[src/rtl/minilab_pkg.sv]
// Shared sizing constants and the loader FSM state type for the matrix-loader slice.
package minilab_pkg;

    localparam int DATA_WIDTH       = 8;
    localparam int MATRIX_COLUMNS_A = 8;

    typedef enum logic [2:0] {
        IDLE,
        REQ,
        WAIT_DATA,
        PUSH,
        DONE
    } loader_state_t;

endpackage

[src/rtl/word_unpacker.sv]
// Holds one captured memory word and walks it out one lane at a time, lane 0 first.
module word_unpacker #(
    parameter int DATA_WIDTH = minilab_pkg::DATA_WIDTH,
    parameter int LANES      = minilab_pkg::MATRIX_COLUMNS_A
) (
    input  logic                        clk,
    input  logic                        rst_n,
    input  logic                        load,
    input  logic [DATA_WIDTH*LANES-1:0] word,
    input  logic                        advance,
    output logic [DATA_WIDTH-1:0]       byte_out,
    output logic                        last_byte
);

    localparam int IW = $clog2(LANES);
    localparam int CW = IW + 1;

    logic [DATA_WIDTH*LANES-1:0] capture_reg;
    logic [CW-1:0]               byte_cnt_reg;
    logic [DATA_WIDTH-1:0]       lanes [LANES];

    generate
        for (genvar gi = 0; gi < LANES; gi++) begin : g_lane
            assign lanes[gi] = capture_reg[gi*DATA_WIDTH +: DATA_WIDTH];
        end
    endgenerate

    // The counter is one bit wider than the lane index so it parks at LANES
    // after the final lane instead of wrapping back to 0 mid-load.
    assign byte_out  = lanes[byte_cnt_reg[IW-1:0]];
    assign last_byte = (byte_cnt_reg == CW'(LANES - 1));

    always_ff @(posedge clk or negedge rst_n) begin
        if (!rst_n) begin
            capture_reg  <= '0;
            byte_cnt_reg <= '0;
        end else if (load) begin
            capture_reg  <= word;
            byte_cnt_reg <= '0;
        end else if (advance) begin
            byte_cnt_reg <= byte_cnt_reg + 1'b1;
        end
    end

endmodule

[src/rtl/mem_fifo_loader.sv]
// Reads the B vector and the A rows from memory, one word at a time, and scatters
// each word byte-by-byte into the B FIFO or the matching A-row FIFO.
module mem_fifo_loader #(
    parameter int          DATA_WIDTH       = minilab_pkg::DATA_WIDTH,
    parameter int          MATRIX_COLUMNS_A = minilab_pkg::MATRIX_COLUMNS_A,
    parameter logic [31:0] BASE_ADDR        = 32'h0
) (
    input  logic                        clk,
    input  logic                        rst_n,
    input  logic                        start,
    output logic [31:0]                 address,
    output logic                        read,
    input  logic [63:0]                 readdata,
    input  logic                        readdatavalid,
    input  logic                        waitrequest,
    output logic [DATA_WIDTH-1:0]       fifo_data,
    output logic [MATRIX_COLUMNS_A-1:0] wrreq_A,
    output logic                        wrreq_B,
    input  logic [MATRIX_COLUMNS_A-1:0] wrfull_A,
    input  logic                        wrfull_B,
    output logic                        busy,
    output logic                        done
);

    import minilab_pkg::*;

    localparam logic [3:0] LAST_ROW = 4'(MATRIX_COLUMNS_A);

    loader_state_t state_reg;
    logic [3:0]    row_cnt_reg;
    logic [31:0]   address_reg;
    logic          read_reg;
    logic          busy_reg;
    logic          done_reg;

    logic target_full;
    logic push_ok;
    logic last_byte;

    // Row 0 is the B vector; row k (1..N) feeds A FIFO k-1.
    always_comb begin
        target_full = wrfull_B;
        for (int i = 0; i < MATRIX_COLUMNS_A; i++) begin
            if (row_cnt_reg == 4'(i + 1)) begin
                target_full = wrfull_A[i];
            end
        end
    end

    assign push_ok = (state_reg == PUSH) && !target_full;
    assign wrreq_B = push_ok && (row_cnt_reg == 4'd0);

    generate
        for (genvar gi = 0; gi < MATRIX_COLUMNS_A; gi++) begin : g_wrreq
            assign wrreq_A[gi] = push_ok && (row_cnt_reg == 4'(gi + 1));
        end
    endgenerate

    word_unpacker #(
        .DATA_WIDTH (DATA_WIDTH),
        .LANES      (MATRIX_COLUMNS_A)
    ) u_unpacker (
        .clk       (clk),
        .rst_n     (rst_n),
        .load      ((state_reg == WAIT_DATA) && readdatavalid),
        .word      (readdata),
        .advance   (push_ok),
        .byte_out  (fifo_data),
        .last_byte (last_byte)
    );

    always_ff @(posedge clk or negedge rst_n) begin
        if (!rst_n) begin
            state_reg   <= IDLE;
            row_cnt_reg <= '0;
            address_reg <= '0;
            read_reg    <= 1'b0;
            busy_reg    <= 1'b0;
            done_reg    <= 1'b0;
        end else begin
            done_reg <= 1'b0;
            case (state_reg)
                IDLE: begin
                    if (start) begin
                        state_reg   <= REQ;
                        row_cnt_reg <= '0;
                        address_reg <= BASE_ADDR;
                        read_reg    <= 1'b1;
                        busy_reg    <= 1'b1;
                    end
                end
                REQ: begin
                    if (!waitrequest) begin
                        read_reg  <= 1'b0;
                        state_reg <= WAIT_DATA;
                    end
                end
                WAIT_DATA: begin
                    if (readdatavalid) begin
                        state_reg <= PUSH;
                    end
                end
                PUSH: begin
                    if (push_ok && last_byte) begin
                        if (row_cnt_reg == LAST_ROW) begin
                            state_reg <= DONE;
                            done_reg  <= 1'b1;
                        end else begin
                            row_cnt_reg <= row_cnt_reg + 4'd1;
                            address_reg <= BASE_ADDR + 32'(row_cnt_reg + 4'd1);
                            read_reg    <= 1'b1;
                            state_reg   <= REQ;
                        end
                    end
                end
                DONE: begin
                    busy_reg  <= 1'b0;
                    state_reg <= IDLE;
                end
                default: state_reg <= IDLE;
            endcase
        end
    end

    assign address = address_reg;
    assign read    = read_reg;
    assign busy    = busy_reg;
    assign done    = done_reg;

endmodule

[config.mk]
export PLATFORM = sky130hd
export DESIGN_NAME = mem_fifo_loader
export DESIGN_NICKNAME = d
export VERILOG_FILES = /design/src/rtl/minilab_pkg.sv /design/src/rtl/word_unpacker.sv /design/src/rtl/mem_fifo_loader.sv
export SDC_FILE = /design/constraint.sdc
export NUM_CORES = 1
export LEC_CHECK = 0
export CORE_ASPECT_RATIO = 1.25
export CORE_MARGIN = 2
export CORE_UTILIZATION = 47
export DETAILED_ROUTE_END_ITERATION = 10
export PLACE_DENSITY = 0.81
export SLEW_MARGIN = 20
export SYNTH_ARGS = -nofsm -noshare
export SYNTH_HDL_FRONTEND = slang
export SYNTH_SLANG_ARGS = --single-unit
[constraint.sdc]
create_clock -name clk -period 3.7 [get_ports clk]
set_clock_uncertainty 0.1 [all_clocks]
set_input_delay 0.74 -clock clk [delete_from_list [all_inputs] [get_ports clk]]
set_output_delay 0.74 -clock clk [all_outputs]
set_load 0.1 [all_outputs]
Word level (Yosys, flattened, before mapping)

Cells that the tools add are included.
W data, S select, Z words.

Flip-flop bits (word level): 110
Input bits: 78
Output and inout bits: 52

$add $sub $neg: 3
Order comparisons: 1
Equality and inequality tests: 18
Multiplexer cells: 36
Bitwise logic cells: 1
Reductions and logical operators: 23

Operator list:

| cell                  | number |
|---|---|
| $mux W32              | 3 |
| $pmux W32 S2          | 1 |
| $bmux W8 S3           | 1 |
| $eq A4 B3 Y1 const B  | 5 |
| $mux W4               | 5 |
| $mux W8               | 2 |
| $mux W1               | 15 |
| $mux W3               | 5 |
| $logic_and A1 B1 Y1   | 12 |
| $pmux W3 S4           | 1 |
| $add A4 B1 Y4 const B | 2 |
| $eq A4 B2 Y1 const B  | 2 |
| $ne A2 B2 Y1 const B  | 4 |
| $pmux W4 S2           | 1 |
| $reduce_and A4 Y1     | 2 |
| $eq A3 B2 Y1 const B  | 2 |
| $reduce_bool A2 Y1    | 3 |
| $add A4 B1 Y5 const B | 1 |
| $reduce_and A5 Y1     | 1 |
| $eq A4 B1 Y1 const B  | 1 |
| $eq A4 B4 Y1 const B  | 1 |
| $ge A4 B4 Y1 const B  | 1 |
| $logic_not A4 Y1      | 1 |
| $not A3 Y4            | 1 |
| 9 further kinds       | 9 |

Depth between registers and ports, before layout

Gate-level depths: netlist (run 1).

Depth in word-level cells: 14
Depth in mapped cells: 7

Cells and area by module

A second synthesis (run 1) with hierarchy kept.

Cells, all modules: 325
Area, all modules: 4236.6 µm²

By module, submodules not included:

| module          | times used | cells an instance | area each (µm²) | sequential area each (µm²) |
|---|---|---|---|---|
| word_unpacker   | 1          | 182               | 3095.5          | 1701.6 |
| mem_fifo_loader | 1          | 143               | 1141.1          | 275.3 |

Worst setup path before layout (run 1)

No wires, ideal clock.

Kind: register to output
Start point: reg row_cnt_reg[0]
End point: out wrreq_A[7]
Data arrival time: 3503 ps
Data required time: 2860 ps
Setup slack: -643 ps
Cell stages (with the launch flop): 5
Buffers on the path: 0
Cell sequence: dfrtp_1 inv_1 ha_1 nand3b_1 nor3_1

Cells in the longest elaborated chain, start to end: 12

RTL lines:

| what                     | line                   | source |
|---|---|---|
| start: declaration       | mem_fifo_loader.sv:30  | `logic [3:0] row_cnt_reg;` |
| start signal: assignment | mem_fifo_loader.sv:109 | `row_cnt_reg <= row_cnt_reg + 4'd1;` |
| $eq A4 B1 Y1             | mem_fifo_loader.sv:44  | `if (row_cnt_reg == 4'(i + 1)) begin` |
| $mux W1 (8 in a row)     | mem_fifo_loader.sv:44  |  |
| $logic_not A1 Y1         | mem_fifo_loader.sv:50  | `assign push_ok = (state_reg == PUSH) && !target_full;` |
| $logic_and A1 B1 Y1      | mem_fifo_loader.sv:50  |  |
| $logic_and A1 B1 Y1 *    | mem_fifo_loader.sv:55  | `assign wrreq_A[gi] = push_ok && (row_cnt_reg == 4'(gi + 1));` |
| end: declaration         | mem_fifo_loader.sv:17  | `output logic [MATRIX_COLUMNS_A-1:0] wrreq_A,` |

Every way passes the cells marked *; elsewhere a longest branch is shown, timed or not.

Worst setup path after layout (run 1)

Start point: reg row_cnt_reg[0]
End point: out wrreq_A[1]

Same word-level chain as after synthesis.

==> results of run 1 <==
cell families (layout without fill, tap and decap cells):
logic type / Yosys count / after routing / share of synthesized area (%)
other cells: 1 / 27 / 0.0901
compound gates: 33 / 33 / 5.38
simple gates: 62 / 62 / 8.89
flops: 79 / 79 / 47.5
fa+ha+maj: 5 / 5 / 1.50
mux: 91 / 91 / 29.1
buf+inv: 52 / 129 / 7.51
timing repair:
| action | in CTS | in global routing |
|---|---|---|
| setup buffers | 0 | 0 |
| endpoints found under the setup margin | 8 | 8 |
| endpoints found under the hold margin | 0 | 0 |
| gates resized for setup | 1 | 2 |
| cloned | 0 | 0 |
critical path: stages, from the launching register on:
cell                      delay (ns)
sky130_fd_sc_hd__dfrtp_2        0.47
sky130_fd_sc_hd__inv_1          0.12
sky130_fd_sc_hd__ha_1           0.25
sky130_fd_sc_hd__or3b_1         0.41
sky130_fd_sc_hd__a311o_1        0.36
sky130_fd_sc_hd__o211a_2        0.16
sky130_fd_sc_hd__nor2_4         0.16
sky130_fd_sc_hd__and3_2         0.23
sky130_fd_sc_hd__buf_12         0.17
path summary, 6_finish.rpt:
path                                       startpoint                         end  slack, ns  cells after the start
setup / recovery                       row_cnt_reg[0]                  wrreq_A[1]       0.16                      8
setup reg to reg                       row_cnt_reg[0]                  address[3]       0.95                      8
min in group clk           u_unpacker.byte_cnt_reg[3]  u_unpacker.byte_cnt_reg[3]       0.39                      1
hold / removal                                  rst_n  u_unpacker.capture_reg[17]       0.31                      1
hold reg to reg            u_unpacker.byte_cnt_reg[3]  u_unpacker.byte_cnt_reg[3]       0.39                      1
max in group asynchronous                       rst_n              row_cnt_reg[1]       2.68                      1
layout make-up:
type,instances,area (um2),share of cell area [%]
Multi-Input combinational cell,218,2010,36.1
Sequential cell,79,1980,35.5
Timing Repair Buffer,107,1230,22.2
Tap cell,120,150,2.69
Clock buffer,11,141,2.54
Clock inverter,5,33.8,0.606
Inverter,6,22.5,0.404
placed cells by master (no fill, tap or decap), drive strengths merged, types with 2 or more instances in the layout:
master         instances
clkdlybuf4s50         81
dfrtp                 79
mux2                  72
conb                  27
buf                   26
mux4                  17
clkbuf                11
and3                  11
a21oi                 10
nor2                   9
nand3                  8
nand2                  7
inv                    6
o21ai                  5
ha                     5
nand3b                 4
nor3                   4
nand2b                 3
clkinv                 3
nor2b                  2
nor3b                  2
a211oi                 2
nor4b                  2
and3b                  2
nor4                   2
o31ai                  2
o211ai                 2
mux2i                  2
o311ai                 2
a311oi                 2
clkinvlp               2
where the power goes:
group / leakage [nW] / switching, mW / internal [mW]
logic: 1.33 / 1.59 / 1.15
registers: 1.02 / 0.240 / 1.17
clock network: 0.0853 / 0.315 / 0.261
layer usage:
metal / track usage (%) / routed length, um / vias up / share of wire (%)
met5: 0 / 0 / - / 0
met4: 6.39 / 111 / 0 / 1.3
met3: 7.57 / 754 / 9 / 8.5
met2: 33.0 / 4570 / 129 / 52
met1: 22.7 / 3390 / 1472 / 38
li1: - / - / 1340 / -
==> qor.json, run 1 <==
{
  "relSlewSlack_pct": 34.1,
  "cts.path.max_buffers": 2,
  "finalWorstSetupSlack_ns": 0.160,
  "floorplan.core_area_um2": 8650,
  "post-route-period-util_pct": 95.7,
  "fin_util_pct": 64.4,
  "syn-cell-area_um2": 4160,
  "clock_insertion_delay_worst_skew_ns": 0.35,
  "synth_largest_type_area_fraction_pct": 47.5,
  "drt-total-wl_mm": 8.82,
  "ir_drop_v": 0.00112,
  "min-delay-path-class": "in2async",
  "totalPowerFinal_mw": 4.72,
  "drt_first_iter_violations": 89,
  "critPathRequiredTime_ns": 2.86,
  "synth_commonest_cells": "79 x sky130_fd_sc_hd__dfrtp_1, 72 x sky130_fd_sc_hd__mux2_2, 27 x sky130_fd_sc_hd__buf_4, 17 x sky130_fd_sc_hd__mux4_2, 10 x sky130_fd_sc_hd__a21oi_1",
  "area.growth.synth_to_final_pct": 33.8,
  "port-buffer-count": 102,
  "vias_per_cell": 5.40,
  "synthMostInstantiatedCell": "sky130_fd_sc_hd__dfrtp_1",
  "data_arrival_time_of_the_worst_path_ns": 2.70,
  "antenna_cells_inserted": 0,
  "clock_tree.htree_level_count": 3,
  "hpwl_mm": 6.47,
  "floorplan.io_pins": 130,
  "postRouteAntennaNets": 0,
  "final_layout_size_suffix_gt1_share_pct": 35.0,
  "globalplace.congestion": 0.807,
  "grt_pass1_wl_mm": 14.2,
  "leakage_power_figure_nw": 2.43,
  "grt_max_degree": 80,
  "final_max_slew_viol_count": 0,
  "dp_worst_setup_slack_ns": 0.0931,
  "report.final.setup_viol": 0,
  "cts_tree": "yes",
  "placedInstanceArea_um2": 5380,
  "antenna_found_initial": 0,
  "cts_hold_buf": 0,
  "detailedRoute.firstPassIterationCount": 4,
  "maxClockFrequency_mhz": 282,
  "die_x_um": 88.2,
  "first_global_vias": 2962,
  "end_kind": "output pin",
  "yosys-top-cells-area": "sky130_fd_sc_hd__dfrtp_1 47%, sky130_fd_sc_hd__mux2_2 19%, sky130_fd_sc_hd__mux4_2 9.2%, sky130_fd_sc_hd__buf_4 4.9%, sky130_fd_sc_hd__ha_1 1.5%",
  "track_usage_pct": 19.5,
  "clk_transition_reported_paths_ns": 0.08,
  "number_of_failing_hold_endpoints_at_the_final_stage": 0,
  "finalHoldWorstSlack_ns": 0.315,
  "netlist.top_cell.by_area": "sky130_fd_sc_hd__dfrtp_1",
  "ys_async_sr_fraction_pct": 100,
  "synth-edff-count": 0,
  "tritoncts_num_sinks": 79,
  "die_area_um2": 9630,
  "worst-setup-path-type": "reg2out",
  "post-route-drc-count": 0,
  "yosys_warnings": 0,
  "final_nets": 504,
  "die_h_um": 109,
  "ys_seq_area_share_pct": 47.5,
  "detailroute.via_count": 2950,
  "period_needed_ns": 3.54,
  "synthCells": 323,
  "pin_slew_with_the_least_headroom_to_its_limit_ns": 0.985,
  "fin_tns_setup_ns": 0,
  "largest_reg_flops": 64,
  "rsz_0062_raised_after_global_routing": "no",
  "critical_path.startpoint_type": "flip-flop",
  "cts_bufs_inserted": 9,
  "std_cell_rows": 38,
  "yosys_register_bits": 79,
  "initial_utilization_pct": 48.1,
  "status": "complete, no violations",
  "detail_route.wl_per_cell_um": 16.2,
  "final_cells": 546,
  "power.density_cell_area_nw_per_um2": 847,
  "synth.lib_cells_used.distinct": 47,
  "ctsRootBufferMaster": "sky130_fd_sc_hd__clkbuf_8",
  "numPlacedInstances": 530,
  "timing.critical_path.fanout_max": 8,
  "fillers": 654,
  "synthFlopType": "sky130_fd_sc_hd__dfrtp_1",
  "grt_remaining_overflow": 0,
  "synth_area_per_cell_um2": 12.9,
  "fin_area_um2": 5570,
  "cap_violations": 0
}
Note: power is estimated with default switching activity, not from simulation.
==> run 2: changes to the inputs <==
--- a/config.mk
+++ b/config.mk
@@ -7,9 +7,11 @@
 export LEC_CHECK = 0
 export CORE_ASPECT_RATIO = 1.25
 export CORE_MARGIN = 2
-export CORE_UTILIZATION = 47
+export CORE_UTILIZATION = 63
 export DETAILED_ROUTE_END_ITERATION = 10
-export PLACE_DENSITY = 0.81
+export DONT_BUFFER_PORTS = 1
+export GPL_TIMING_DRIVEN = 0
+export PLACE_DENSITY = 0.79
 export SLEW_MARGIN = 20
 export SYNTH_ARGS = -nofsm -noshare
 export SYNTH_HDL_FRONTEND = slang
==> qor.json, run 2 (same netlist as run 1, synthesis figures left out) <==
{
  "status": "complete, no violations",
  "largest_reg_flops": 64,
  "clock_tree.htree_level_count": 3,
  "combPwrFrac_pct": 50.8,
  "power.share.clock_pct": 15.9,
  "first_global_vias": 2809,
  "tritoncts_num_sinks": 79,
  "post-route-drc-count": 0,
  "end_kind": "output pin",
  "pwr-share-seq_pct": 33.3,
  "period_needed_ns": 3.64,
  "detailroute.via_count": 2663,
  "p_sw_share_pct": 48.0,
  "timing.critical_path.fanout_max": 8,
  "initial_utilization_pct": 64.2,
  "cts_bufs_inserted": 9,
  "number_of_failing_hold_endpoints_at_the_final_stage": 0,
  "die_x_um": 76.7,
  "cap_violations": 0,
  "detail_route.wl_per_cell_um": 19.7,
  "drt_first_iter_violations": 118,
  "antenna_cells_inserted": 0,
  "data_arrival_time_of_the_worst_path_ns": 2.80,
  "std_cell_rows": 33,
  "relSlewSlack_pct": 32.7,
  "fillers": 445,
  "critical_path.startpoint_type": "flip-flop",
  "post-route-period-util_pct": 98.4,
  "final_max_slew_viol_count": 0,
  "cts.path.max_buffers": 2,
  "grt_max_degree": 80,
  "critPathRequiredTime_ns": 2.86,
  "pin_slew_with_the_least_headroom_to_its_limit_ns": 1.01,
  "most-common-layout-cells": "76 x sky130_fd_sc_hd__dfrtp_1, 72 x sky130_fd_sc_hd__mux2_2, 30 x sky130_fd_sc_hd__buf_4, 27 x sky130_fd_sc_hd__conb_1, 17 x sky130_fd_sc_hd__mux4_2",
  "detailedRoute.firstPassIterationCount": 4,
  "numPlacedInstances": 436,
  "report.final.setup_viol": 0,
  "floorplan.io_pins": 130,
  "p_switching_mw": 2.17,
  "hpwl_mm": 6.21,
  "die_area_um2": 7280,
  "clk_transition_reported_paths_ns": 0.09,
  "antenna_found_initial": 0,
  "final_cells": 456,
  "drt-total-wl_mm": 9.00,
  "maxClockFrequency_mhz": 275,
  "grt_pass1_wl_mm": 14.2,
  "track_usage_pct": 25.8,
  "die_h_um": 94.9,
  "floorplan.core_area_um2": 6480,
  "ctsRootBufferMaster": "sky130_fd_sc_hd__clkbuf_8",
  "area.growth.synth_to_final_pct": 14.8,
  "min-delay-path-class": "in2async",
  "grt_remaining_overflow": 0,
  "finalHoldWorstSlack_ns": 0.173,
  "leakage_power_figure_nw": 2.17,
  "final_nets": 447,
  "clock_insertion_delay_worst_skew_ns": 0.35,
  "port-buffer-count": 0,
  "final_layout_size_suffix_gt1_share_pct": 46.6,
  "internal_power_mw": 2.36,
  "most_common_library_cell_in_the_layout_ignoring_fill_and_taps": "sky130_fd_sc_hd__dfrtp_1",
  "vias_per_cell": 5.84,
  "cts_tree": "yes",
  "worst-setup-path-type": "reg2out",
  "globalplace.congestion": 0.884,
  "power.density_cell_area_nw_per_um2": 948,
  "postRouteAntennaNets": 0,
  "ir_drop_v": 0.00102
}
==> run 2: changes by cell type in the layout (fill, tap and decap cells not counted), sizes merged <==
| cell | change |
|---|---|
| clkdlybuf4s50 | -81 |
| buf | +15 |
| bufinv | +2 |
| inv | +1 |
| clkinv | -2 |
| clkbuf | +8 |
==> run 2: through the flow <==
stage | utilization [%] | TNS, ns | setup slack, ns | area, um2 | power, mW
after floorplan | - | 0 | 0.210 | 4280 | 3.35
after global routing | 73.8 | -0.589 | -0.0775 | 4780 | 4.76
after detailed placement | 67.7 | -0.452 | -0.0568 | 4390 | 3.64
after CTS | 72.7 | 0 | 0.00771 | 4710 | 4.46
final | 73.8 | 0 | 0.0577 | 4780 | 4.53
after global placement | 67.7 | -0.0471 | -0.00672 | 4390 | 3.58
==> run 2: worst max-delay path, stage by stage (launching register included) <==
cell and delay, ns:
sky130_fd_sc_hd__dfrtp_4 0.66, sky130_fd_sc_hd__inv_4 0.14, sky130_fd_sc_hd__ha_4 0.16, sky130_fd_sc_hd__or3b_4 0.39, sky130_fd_sc_hd__a311o_1 0.30, sky130_fd_sc_hd__o211a_4 0.17, sky130_fd_sc_hd__nor2_4 0.21, sky130_fd_sc_hd__and3_4 0.42
==> run 2: power groups by stage <==
stage	combinational [mW]	clock (mW)	sequential, mW
finish	2.30	0.720	1.51
global route	2.43	0.775	1.55
CTS	2.21	0.736	1.51
detailed placement	2.13	0	1.51
global placement	2.09	0	1.49
floorplan	1.90	0	1.45
==> run 2: what timing repair did <==
| item | 4_1_cts | 5_1_grt |
|---|---|---|
| buffers inserted | 0 | 3 |
| hold endpoints to repair | 79 | 0 |
| setup endpoints to repair | 8 | 8 |
| pin swaps | 2 | 3 |
| hold buffers | 1 | 0 |
| gates resized for setup | 19 | 10 |
==> run 2: worst paths after layout <==
path	start	to	slack [ns]	cells past startpoint
hold / removal	rst_n	u_unpacker.capture_reg[39]	0.17	1
hold reg to reg	u_unpacker.byte_cnt_reg[3]	u_unpacker.byte_cnt_reg[3]	0.39	1
setup / recovery	row_cnt_reg[0]	wrreq_A[5]	0.06	7
setup reg to reg	row_cnt_reg[0]	row_cnt_reg[0]	0.84	8
min in group clk	wrfull_A[7]	state_reg[2]	0.35	1
max in group asynchronous	rst_n	row_cnt_reg[1]	3.00	1
==> run 2: final cells by class <==
cell class	count	area, um2	share of cell area, %
well taps	87	109	2.28
plain buffers	46	293	6.12
flip-flops and latches	79	1990	41.5
clock inverters	6	92.6	1.94
multi-input cells	218	2090	43.7
inverters	6	25.0	0.523
clock buffers	10	138	2.88
repair buffers	4	50.0	1.05
==> run 2: metal layers <==
metal | global-route usage [%] | vias up | routed length, um
li1 | - | 1222 | -
met1 | 29.2 | 1330 | 3320
met2 | 45.4 | 103 | 4810
met3 | 9.94 | 8 | 763
met4 | 7.73 | 0 | 107
met5 | 0 | - | 0
